### src/rtl/uart_tx_fifo.sv
// ---------------------------------------------------------------------------
// uart_tx_fifo
//
// UART transmitter with a small input FIFO. Upstream logic pushes words
// through a valid/ready handshake. The transmitter pops them and serialises
// each one as a frame: a start bit, the data bits LSB first, an optional
// parity bit, then one or two stop bits. When another word is waiting at the
// end of a frame, the next frame follows with no idle gap.
//
// Parameters
//   DATA_BITS     data bits per frame, 5..9
//   PARITY        0 = none, 1 = odd, 2 = even
//   STOP_BITS     stop bits per frame, 1 or 2
//   CLKS_PER_BIT  uart_clk_tx cycles per bit, >= 1
//   FIFO_DEPTH    input FIFO entries, a power of 2 and >= 2
//
// Ports
//   uart_clk_tx   in   baud clock; all logic runs on its rising edge
//   RST_n         in   synchronous active-low reset
//   tx_data       in   word to transmit, captured only on an accepted write
//   tx_valid      in   tx_data is valid
//   tx_ready      out  FIFO has room (fifo_level != FIFO_DEPTH)
//   uart_tx_data  out  registered serial line, idle high
//   uart_busy     out  high while a frame is on the line
//   tx_done       out  high during the final cycle of each frame's last stop bit
//   fifo_level    out  number of words currently stored
// ---------------------------------------------------------------------------
module uart_tx_fifo #(
    parameter int DATA_BITS    = 8,
    parameter int PARITY       = 0,
    parameter int STOP_BITS    = 1,
    parameter int CLKS_PER_BIT = 1,
    parameter int FIFO_DEPTH   = 4
) (
    input  logic                          uart_clk_tx,
    input  logic                          RST_n,
    input  logic [DATA_BITS-1:0]          tx_data,
    input  logic                          tx_valid,
    output logic                          tx_ready,
    output logic                          uart_tx_data,
    output logic                          uart_busy,
    output logic                          tx_done,
    output logic [$clog2(FIFO_DEPTH):0]   fifo_level
);

    // ------------------------------------------------------------------
    // Elaboration-time parameter checks
    // ------------------------------------------------------------------
    if (DATA_BITS < 5 || DATA_BITS > 9) begin : g_bad_data_bits
        $error("uart_tx_fifo: DATA_BITS must be in 5..9");
    end
    if (PARITY < 0 || PARITY > 2) begin : g_bad_parity
        $error("uart_tx_fifo: PARITY must be 0, 1 or 2");
    end
    if (STOP_BITS != 1 && STOP_BITS != 2) begin : g_bad_stop_bits
        $error("uart_tx_fifo: STOP_BITS must be 1 or 2");
    end
    if (CLKS_PER_BIT < 1) begin : g_bad_clks_per_bit
        $error("uart_tx_fifo: CLKS_PER_BIT must be >= 1");
    end
    if (FIFO_DEPTH < 2 || (FIFO_DEPTH & (FIFO_DEPTH - 1)) != 0) begin : g_bad_fifo_depth
        $error("uart_tx_fifo: FIFO_DEPTH must be a power of 2 and >= 2");
    end

    // ------------------------------------------------------------------
    // Widths and terminal counts
    // ------------------------------------------------------------------
    localparam int PTR_W = $clog2(FIFO_DEPTH);
    localparam int LVL_W = PTR_W + 1;
    localparam int CNT_W = (CLKS_PER_BIT > 1) ? $clog2(CLKS_PER_BIT) : 1;
    localparam int BIT_W = $clog2(DATA_BITS + 1);

    localparam logic [CNT_W-1:0] LAST_CYC  = CNT_W'(CLKS_PER_BIT - 1);
    localparam logic [BIT_W-1:0] LAST_DATA = BIT_W'(DATA_BITS - 1);
    localparam logic [BIT_W-1:0] LAST_STOP = BIT_W'(STOP_BITS - 1);
    localparam logic [LVL_W-1:0] FULL_LVL  = LVL_W'(FIFO_DEPTH);

    typedef enum logic [2:0] {
        IDLE,
        START,
        DATA,
        PARITY_BIT,
        STOP
    } state_t;

    // ------------------------------------------------------------------
    // Input FIFO
    // ------------------------------------------------------------------
    logic [DATA_BITS-1:0] mem [FIFO_DEPTH];
    logic [PTR_W-1:0]     wr_ptr;
    logic [PTR_W-1:0]     rd_ptr;
    logic [LVL_W-1:0]     level_q;
    logic                 push;
    logic                 pop;
    logic [DATA_BITS-1:0] head;
    logic                 head_par;

    // Readiness comes only from the level register, so a pop on the same
    // edge never lets a write into a full FIFO.
    assign tx_ready   = (level_q != FULL_LVL);
    assign fifo_level = level_q;
    assign push       = tx_valid && tx_ready;
    assign head       = mem[rd_ptr];

    // Even parity is the XOR of the data bits; odd parity is its inverse.
    assign head_par = (PARITY == 1) ? ~(^head) : (^head);

    // NOTE: the storage array has no reset; only the pointers and level
    // define which entries are valid, and leaving the array unreset lets it
    // map onto plain RAM cells.
    always_ff @(posedge uart_clk_tx) begin
        if (push) begin
            mem[wr_ptr] <= tx_data;
        end
    end

    // NOTE: every register in a clocked block uses <= so all of them
    // update from the same pre-edge values, regardless of statement order.
    always_ff @(posedge uart_clk_tx) begin
        if (!RST_n) begin
            wr_ptr  <= '0;
            rd_ptr  <= '0;
            level_q <= '0;
        end else begin
            if (push) begin
                wr_ptr <= wr_ptr + 1'b1;
            end
            if (pop) begin
                rd_ptr <= rd_ptr + 1'b1;
            end
            case ({push, pop})
                2'b10:   level_q <= level_q + 1'b1;
                2'b01:   level_q <= level_q - 1'b1;
                default: level_q <= level_q;
            endcase
        end
    end

    // ------------------------------------------------------------------
    // Transmit FSM
    // ------------------------------------------------------------------
    state_t               state_q, state_d;
    logic [CNT_W-1:0]     cyc_q, cyc_d;
    logic [BIT_W-1:0]     bit_q, bit_d;
    logic [DATA_BITS-1:0] shift_q, shift_d;
    logic                 par_q, par_d;
    logic                 line_q, line_d;
    logic                 busy_q, busy_d;
    logic                 bit_end;
    logic                 load;

    // Last cycle of the bit currently on the line.
    assign bit_end = (cyc_q == LAST_CYC);

    // Asserted for exactly the final cycle of the last stop bit.
    assign tx_done = (state_q == STOP) && bit_end && (bit_q == LAST_STOP);

    assign uart_tx_data = line_q;
    assign uart_busy    = busy_q;

    always_ff @(posedge uart_clk_tx) begin
        if (!RST_n) begin
            state_q <= IDLE;
            cyc_q   <= '0;
            bit_q   <= '0;
            shift_q <= '0;
            par_q   <= 1'b0;
            line_q  <= 1'b1;
            busy_q  <= 1'b0;
        end else begin
            state_q <= state_d;
            cyc_q   <= cyc_d;
            bit_q   <= bit_d;
            shift_q <= shift_d;
            par_q   <= par_d;
            line_q  <= line_d;
            busy_q  <= busy_d;
        end
    end

    // The line and busy flag are registered, so each branch sets the value
    // the line must carry during the cycle that follows the edge.
    // NOTE: every output of this block gets a default first, so no path can
    // leave one unassigned and infer a latch.
    always_comb begin
        state_d = state_q;
        cyc_d   = bit_end ? '0 : cyc_q + 1'b1;
        bit_d   = bit_q;
        shift_d = shift_q;
        par_d   = par_q;
        line_d  = line_q;
        busy_d  = busy_q;
        load    = 1'b0;

        case (state_q)
            IDLE: begin
                cyc_d  = '0;
                bit_d  = '0;
                line_d = 1'b1;
                busy_d = 1'b0;
                load   = (level_q != '0);
            end

            START: begin
                if (bit_end) begin
                    state_d = DATA;
                    bit_d   = '0;
                    line_d  = shift_q[0];
                    shift_d = shift_q >> 1;
                end
            end

            DATA: begin
                if (bit_end) begin
                    if (bit_q == LAST_DATA) begin
                        bit_d = '0;
                        if (PARITY != 0) begin
                            state_d = PARITY_BIT;
                            line_d  = par_q;
                        end else begin
                            state_d = STOP;
                            line_d  = 1'b1;
                        end
                    end else begin
                        bit_d   = bit_q + 1'b1;
                        line_d  = shift_q[0];
                        shift_d = shift_q >> 1;
                    end
                end
            end

            PARITY_BIT: begin
                if (bit_end) begin
                    state_d = STOP;
                    bit_d   = '0;
                    line_d  = 1'b1;
                end
            end

            STOP: begin
                if (bit_end) begin
                    if (bit_q == LAST_STOP) begin
                        bit_d = '0;
                        if (level_q != '0) begin
                            // Chain straight into the next frame.
                            load = 1'b1;
                        end else begin
                            state_d = IDLE;
                            line_d  = 1'b1;
                            busy_d  = 1'b0;
                        end
                    end else begin
                        bit_d = bit_q + 1'b1;
                    end
                end
            end

            default: begin
                state_d = IDLE;
                cyc_d   = '0;
                bit_d   = '0;
                line_d  = 1'b1;
                busy_d  = 1'b0;
            end
        endcase

        // Start a frame from the FIFO head: the start bit goes on the line
        // at this same edge.
        if (load) begin
            state_d = START;
            cyc_d   = '0;
            bit_d   = '0;
            shift_d = head;
            par_d   = head_par;
            line_d  = 1'b0;
            busy_d  = 1'b1;
        end
    end

    assign pop = load;

endmodule

### config.mk
export PLATFORM = sky130hd
export DESIGN_NAME = uart_tx_fifo
export DESIGN_NICKNAME = d
export VERILOG_FILES = /design/src/rtl/uart_tx_fifo.sv
export SDC_FILE = /design/constraint.sdc
export NUM_CORES = 1
export LEC_CHECK = 0
export BUFFER_PORTS_ARGS = -buffer_cell sky130_fd_sc_hd__buf_4
export CORE_MARGIN = 2
export CORE_UTILIZATION = 30
export DETAILED_ROUTE_END_ITERATION = 8
export GPL_TIMING_DRIVEN = 0
export HOLD_SLACK_MARGIN = 0.12
export SLEW_MARGIN = 20
export SYNTH_ARGS = -nofsm -noshare
export SYNTH_HDL_FRONTEND = slang
export SYNTH_SLANG_ARGS = --single-unit
### constraint.sdc
create_clock -name uart_clk_tx -period 3.29 [get_ports uart_clk_tx]
set_input_delay 0.4935 -clock uart_clk_tx [delete_from_list [all_inputs] [get_ports uart_clk_tx]]
set_output_delay 0.4935 -clock uart_clk_tx [all_outputs]
set_load 0.01 [all_outputs]
Word level (Yosys, flattened, before mapping)
Memory sizes are Yosys's and may differ from the RTL's. A register that Yosys moved wholly into a read port is not among the register bits.
Cells that the tools add are included.
{ "totals": {"out_inout_bits": 7, "regBits": 25, "mem_bits_ro": 0, "ram_bits": 32, "memories": 1, "elab_cells": 109, "latch_bits": 0} }
{ "op_classes": {"add_sub_neg": 6, "n_bitwise": 4, "n_eq_ne": 26, "n_reduce_logical": 19, "multipliers": 0, "shift": 0, "n_lt_le_gt_ge": 0, "div_mod_pow": 0, "n_mux": 43} }
{ "memory_table": {"columns": ["name", "depth", "word_bits", "read_ports", "rd_clocked_by_memory_dff", "wr", "line_no", "text"], "rows": [
  ["mem", 4, 8, 1, 1, 1, "89", "logic [DATA_BITS-1:0] mem [FIFO_DEPTH];"]
]} }
{ "op_table": {"columns": ["operator", "count"], "rows": [
  ["2-to-1 mux 8 bit", 4],
  ["inequality test 3 bit (second input constant)", 8],
  ["2-to-1 mux 3 bit", 7],
  ["2-to-1 mux 4 bit", 5],
  ["2-to-1 mux 1 bit", 18],
  ["inequality test 2 bit (second input constant)", 8],
  ["one-hot mux 8 bit (2 select lines)", 1],
  ["AND reduction 8 bit", 2],
  ["one-hot mux 3 bit (5 select lines)", 1],
  ["one-hot mux 4 bit (3 select lines)", 1],
  ["AND reduction 4 bit", 2],
  ["OR reduction 4 bit", 2],
  ["equality test 3 x 2 -> 1 bit (second input constant)", 2],
  ["one-hot mux 3 bit (2 select lines)", 1],
  ["AND reduction 6 bit", 1],
  ["nonzero test 3 bit", 2],
  ["adder 2 x 1 -> 2 bit (second input constant)", 2],
  ["adder 4 x 1 -> 4 bit (second input constant)", 1],
  ["equality test 4 x 3 -> 1 bit (second input constant)", 1],
  ["logical NOT 4 bit", 1],
  ["2-to-1 mux 2 bit", 2],
  ["inequality test 2 x 1 -> 1 bit (second input constant)", 2],
  ["inverter 1 bit", 4],
  ["one-hot mux 1 bit (2 select lines)", 2],
  ["15 further kinds", 18]
]} }

Longest topological paths before layout
Gate-level depths: netlist of the first run.
{ "depth": {"word_depth": 7, "depth_mapped": 11, "mapped_depth_nobuf": 11} }

Least setup slack after synthesis of the first run
Ideal clock, no wire load.
{ "synth_path": {"kind": "register -> register", "startpoint": "reg bit_q[0]", "endpoint": "reg level_q[2] (netlist: fifo_level[2])", "path_stages_with_launch": 12, "setup_slack_ps": 418, "n_path_buf": 0, "t_arrival_ps": 2797, "synth_period_minus_slack_ps": 2872, "path_cell_list": "dfxtp_1 -> inv_1 -> ha_1 -> or4b_4 -> a2111o_4 -> clkinv_4 -> ha_1 -> inv_1 -> fa_1 -> xor2_1 -> or3_1 -> a21boi_0"} }
{ "synth_via": {"elab_chain_cells": 6, "word_cells_on_any_way": 8, "cone_classes": "eq/ne: 2; mux: 4; reduce/logical: 2"} }
{ "synth_lines": {"columns": ["element", "line_no", "text"], "rows": [
  ["start: declaration", "144", "logic [BIT_W-1:0] bit_q, bit_d;"],
  ["start signal: assignment", "173", "bit_q <= bit_d;"],
  ["logical NOT 4 bit *", "242", "if (bit_q == LAST_STOP) begin"],
  ["2-to-1 mux 1 bit *", "242", null],
  ["2-to-1 mux 1 bit *", "241", "if (bit_end) begin"],
  ["one-hot mux 1 bit (2 select lines) *", "195", "case (state_q)"],
  ["equality test 2 x 1 -> 1 bit or equality test 2 bit (tied branches)", "131", "case ({push, pop})"],
  ["one-hot mux 3 bit (2 select lines) or nonzero test 2 bit (tied branches)", null, null],
  ["end signal: assignment", "132", "2'b10: level_q <= level_q + 1'b1;"],
  ["end signal: assignment", "133", "2'b01: level_q <= level_q - 1'b1;"],
  ["end signal: assignment", "134", "default: level_q <= level_q;"],
  ["end: declaration", "92", "logic [LVL_W-1:0] level_q;"]
]} }
Every way passes the cells marked *; elsewhere a longest branch is shown, timed or not.
A chain may end at the register's enable or synchronous reset.

Worst setup path in the final report of the first run
Ends and elaborated chain as after synthesis.

==> results.yml, run 1 <==
setup_path:
  cp_slowest_cell: "a2111o_4"
  startpoint: "bit_q[0]$_SDFFE_PP0P_"
  cp-start-kind: "flop"
  r2r_slack_ns: 0.23
  rr_endpoint: "fifo_level[2]$_SDFFE_PN0P_"
  critPathKind: "flop to flop"
  cp_max_fo: 10
  cpPeakStageDelay_ns: 0.57
  reg2reg_from: "bit_q[0]$_SDFFE_PP0P_"
  end_kind: "flop"
  path_cells: "inv_1 > ha_1 > or4b_4 > a2111o_4 > clkinv_4 > ha_1 > inv_1 > fa_1 > xor2_1 > or3_1 > a21boi_0"
  reg2reg_depth: 11
  crit_arrival_ns: 3.32
  worst_ep_required_time_ns: 3.55
  critPathCapture: "fifo_level[2]$_SDFFE_PN0P_"
synthesis:
  synth_async_sr_flop_share: 0
  synthFlopType: "edfxtp_1"
  syn_avg_cell_area_um2: 12.3
  yosysWarnings: 0
  syn_nets: 231
  synth-seq-cells: 59
  syn-cell-area_um2: 2600
  synth_edf_count: 32
  yosys.area.top_type_share: 0.370
  synthTopCellsByArea: "edfxtp_1 37%, dfxtp_1 21%, mux4_2 6.9%"
  synth-seq-area-share: 0.578
  synth.largest_area_cell: "edfxtp_1"
  synth_cell_types: 43
  postSynthCellCount: 212
floorplan:
  dieWidth_um: 97.1
  core_um2: 8300
  dieArea_um2: 9420
  io-pin-count: 18
  rows: 33
  start_util: 0.313
  dieHeight_um: 97.1
timing:
  slew_headroom: 0.529
  max_freq_ghz: 0.327
  tightestPinTransition_ns: 0.707
  slew_viol_final: 0
  period_minus_slack_ns: 3.06
  rsz0062_at_grt: "false"
  fin_crit_sh: 0.930
  hold_ws_ns: 0.348
  clock_skew_ns: 0.00804
  finalHoldViolCount: 0
  setup_viol: 0
  setup_tns_ns: 0
global_routing:
  antenna_found_initial: 0
  grt_pass1_wl_mm: 8.15
  grt_max_degree: 14
  track_usage: 0.111
  overflow: 0
  grt_pass1_vias: 1667
cts:
  htreeDepth: 3
  cts.clk_slew.worst_paths_ns: 0.08
  worstSkewPairLatency_ns: 0.34
  cts_buffers: 9
  cts_setup_buffers: 0
  holdBufCountCts: 0
  cts_resized: 0
  ctsRootBufferMaster: "clkbuf_8"
  cts_sinks: 59
  clk_path_buf_depth: 2
  cts_tree: "done"
detailed_routing:
  avgViaCountPerCell: 4.81
  firstDrtPassIters: 4
  drc: 0
  wl_per_cell_um: 13.6
  finalWirelength_mm: 4.77
  drt_iter0_markers: 47
  antenna_left: 0
  num_vias: 1682
finish:
  diodes: 0
  layout_common_cells: "32 x edfxtp_1, 27 x dfxtp_1, 17 x buf_4"
  nets: 259
  drive_above_1_share: 0.204
  synthToLayoutAreaGrowth_pct: 17.0
  final_common_cell: "edfxtp_1"
placement:
  routabilityCongestion: 0.760
  io_buffers: 17
  dp_hpwl_mm: 3.31
run:
  maxCapViolCount: 0
pwr:
  p_per_area_nw_per_um2: 779
  ir_worst_vdd_v: 0.000331
  leakage_nw: 1.06
outcome:
  status: "completed"
worst_hold_path:
  hp-class: "input pin to flop"
-- cells by family (layout without fill, tap and decap cells) --
| kind of cell | count (synthesis) | in the layout | share of synthesized area |
|---|---|---|---|
| and+or+nand+nor | 49 | 49 | 0.105 |
| adders and majority gates | 8 | 8 | 0.0414 |
| AOI/OAI and AO/OA | 63 | 63 | 0.155 |
| xor gates and xnor gates | 4 | 4 | 0.0135 |
| DFF | 59 | 59 | 0.578 |
| buffers and inverters | 20 | 53 | 0.0366 |
| muxes | 8 | 8 | 0.0694 |
| other | 1 | 1 | 0.00144 |
-- how the worst min path moves through the flow --
stage,cells after the start,endpoint,from,slack (ns)
after detailed placement,2,shift_q[6]$_SDFFE_PN0P_,shift_q[6]$_SDFFE_PN0P_,0.47
after CTS,1,mem[3][3]$_DFFE_PP_,tx_data[3],0.33
after global placement,2,shift_q[6]$_SDFFE_PN0P_,shift_q[6]$_SDFFE_PN0P_,0.46
after floorplan,2,shift_q[6]$_SDFFE_PN0P_,shift_q[6]$_SDFFE_PN0P_,0.45
final,1,mem[3][3]$_DFFE_PP_,tx_data[3],0.35
after global routing,1,mem[2][3]$_DFFE_PP_,tx_data[3],0.32
-- synthesized netlist by cell type (all sizes together), types with 8 or more instances --
library cell / count
edfxtp: 32
dfxtp: 27
o21ai: 21
a21oi: 13
nand2: 12
a31oi: 8
clkbuf: 8
inv: 8
mux4: 8
nor2: 8
-- flip-flops by register name, indices dropped and copies added (netlist names), named ones only --
register      flops
cyc_q             1
uart_tx_data      1
wr_ptr            2
rd_ptr            2
shift_q           8
state_q           3
mem              32
bit_q             4
fifo_level        3
uart_busy         1
-- metal layers --
metal	vias to the layer above	GRT usage	wire [um]
met3	5	0.0482	212
met1	803	0.143	2260
met2	32	0.167	2260
met4	0	0.0358	46
li1	842	-	-
met5	-	0	0
-- critical path: cells and delay by family, from the launching register on --
kind                     cells  cell delay, ns
AND/OR/NAND/NOR              2            0.81
flip-flops                   1            0.34
adder cells (fa/ha/maj)      3            0.71
XOR/XNOR                     1            0.15
buffers and inverters        3            0.25
AO/OA/AOI/OAI                2            0.73
-- layout make-up --
type / count / area (um2)
multi-input combinational: 133 / 1000
clock buffer: 9 / 124
tap: 105 / 131
inverter: 9 / 38.8
fill: 822 / 5260
buffer: 11 / 56.3
sequential: 59 / 1500
timing repair buffer: 17 / 128
clock inverter: 7 / 58.8
-- report_power, final --
group	total [mW]	leakage [nW]	switching, mW	internal (mW)
Sequential	0.989	0.515	0.0701	0.919
Clock	0.596	0.0925	0.310	0.285
Combinational	0.781	0.457	0.421	0.360
Total	2.37	1.06	0.801	1.57
-- per-stage QoR --
step	utilization	total power, mW	area [um2]	std cells	setup slack, ns
6_report	0.366	2.37	3040	350	0.230
2_1_floorplan	-	1.58	2600	212	0.418
3_3_place_gp	0.344	1.78	2860	334	0.280
5_1_grt	0.366	2.54	3040	350	0.0138
4_1_cts	0.366	2.41	3040	350	0.210
3_5_place_dp	0.344	1.80	2860	334	0.234
Power figures use the tool's default switching activity.
==> run 2: changes to the inputs <==
--- a/config.mk
+++ b/config.mk
@@ -11,6 +11,7 @@
 export DETAILED_ROUTE_END_ITERATION = 8
 export GPL_TIMING_DRIVEN = 0
 export HOLD_SLACK_MARGIN = 0.12
+export PLACE_DENSITY = 0.5
 export SLEW_MARGIN = 20
 export SYNTH_ARGS = -nofsm -noshare
 export SYNTH_HDL_FRONTEND = slang
==> run 2 against run 1 <==
Net effect:
- sequential share of layout area hardly changed
- via count fell by 0.36%
- fmax fell by 0.22%
- register-to-register slack about the same
- critical endpoint unchanged
- routed wire length up 7.0%
- die area is the same
- final cell count is the same
==> results.yml, run 2 (synthesized netlist as in run 1, its figures left out) <==
outcome:
  status: "completed"
finish:
  top_regs: "mem x32, shift_q x8, bit_q x4"
  final_common_cell: "edfxtp_1"
  fillCellCount: 826
  regMostFlops: "mem"
  fin_util: 0.366
  drive_above_1_share: 0.204
  nets: 259
  largest_reg_flops: 32
  layout_common_cells: "32 x edfxtp_1, 27 x dfxtp_1, 17 x buf_4"
  synthToLayoutAreaGrowth_pct: 16.9
  diodes: 0
setup_path:
  worst_ep_required_time_ns: 3.56
  crit_arrival_ns: 3.34
  end_kind: "flop"
  cp_max_fo: 10
  critPathKind: "flop to flop"
  cp-start-kind: "flop"
timing:
  max_freq_ghz: 0.326
  clock_skew_ns: 0.0126
  slew_headroom: 0.537
  period_minus_slack_ns: 3.07
  fin_crit_sh: 0.932
  rsz0062_at_grt: "false"
  setup_viol: 0
  slew_viol_final: 0
  hold_ws_ns: 0.343
  finalHoldViolCount: 0
  setup_tns_ns: 0
  tightestPinTransition_ns: 0.695
floorplan:
  dieArea_um2: 9420
  dieWidth_um: 97.1
  io-pin-count: 18
  start_util: 0.313
  rows: 33
  core_um2: 8300
  dieHeight_um: 97.1
cts:
  cts_resized: 0
  clk_path_buf_depth: 2
  ctsRootBufferMaster: "clkbuf_8"
  cts_tree: "done"
  htreeDepth: 3
  cts_sinks: 59
  worstSkewPairLatency_ns: 0.35
  holdBufCountCts: 0
  cts_buffers: 9
  cts.clk_slew.worst_paths_ns: 0.08
  cts_setup_buffers: 0
global_routing:
  overflow: 0
  grt_max_degree: 14
  antenna_found_initial: 0
  track_usage: 0.117
  grt_pass1_vias: 1716
  grt_pass1_wl_mm: 8.54
placement:
  dp_hpwl_mm: 3.41
  io_buffers: 17
  routabilityCongestion: 0.749
run:
  maxCapViolCount: 0
detailed_routing:
  drc: 0
  antenna_left: 0
  avgViaCountPerCell: 4.79
  firstDrtPassIters: 4
  drt_iter0_markers: 77
  finalWirelength_mm: 5.10
  wl_per_cell_um: 14.6
  num_vias: 1676
pwr:
  ir_worst_vdd_v: 0.000311
  p_per_area_nw_per_um2: 784
  fin_total_pwr_mw: 2.38
  leakage_nw: 1.06
worst_hold_path:
  hp-class: "input pin to flop"
-- run 2: layout make-up --
class	count	area, um2	area share
plain buffers	11	56.3	0.0185
repair buffers	17	128	0.0420
well taps	105	131	0.0433
clock buffers	9	124	0.0408
clock inverters	7	56.3	0.0185
inverters	9	38.8	0.0128
multi-input cells	133	1000	0.330
flip-flops and latches	59	1500	0.494
-- run 2: layer usage --
metal | track usage | wire length [um] | vias to the layer above
li1 | - | - | 839
met1 | 0.143 | 2300 | 793
met2 | 0.191 | 2510 | 36
met3 | 0.0432 | 219 | 8
met5 | 0 | 0 | -
met4 | 0.0390 | 74 | 0
-- run 2: path summary, 6_finish.rpt --
kind	depth (start not counted)	slack (ns)	startpoint	endpoint
setup / recovery	11	0.22	bit_q[0]$_SDFFE_PP0P_	fifo_level[2]$_SDFFE_PN0P_
hold / removal	1	0.34	tx_data[1]	mem[0][1]$_DFFE_PP_
setup reg to reg	11	0.22	bit_q[0]$_SDFFE_PP0P_	fifo_level[2]$_SDFFE_PN0P_
hold reg to reg	2	0.47	uart_busy$_SDFFE_PN0P_	uart_busy$_SDFFE_PN0P_
-- run 2: power by group --
group	internal [mW]	switching (mW)	leakage (nW)
sequential	0.919	0.0709	0.515
clock	0.283	0.320	0.0910
combinational	0.359	0.430	0.457
-- run 2: worst max-delay path: stages, from the launching register on --
cell and delay (ns):
dfxtp_1 0.34, inv_1 0.08, ha_1 0.16, or4b_4 0.51
a2111o_4 0.58, clkinv_4 0.12, ha_1 0.18, inv_1 0.06
fa_1 0.37, xor2_1 0.16, or3_1 0.29, a21boi_0 0.16
-- run 2: stage by stage --
stage / cells / area, um2 / setup slack [ns]
3_3_place_gp: 334 / 2860 / 0.247
4_1_cts: 350 / 3040 / 0.204
5_1_grt: 350 / 3040 / 0.0590
3_5_place_dp: 334 / 2860 / 0.222
2_1_floorplan: 212 / 2600 / 0.418
6_report: 350 / 3040 / 0.223
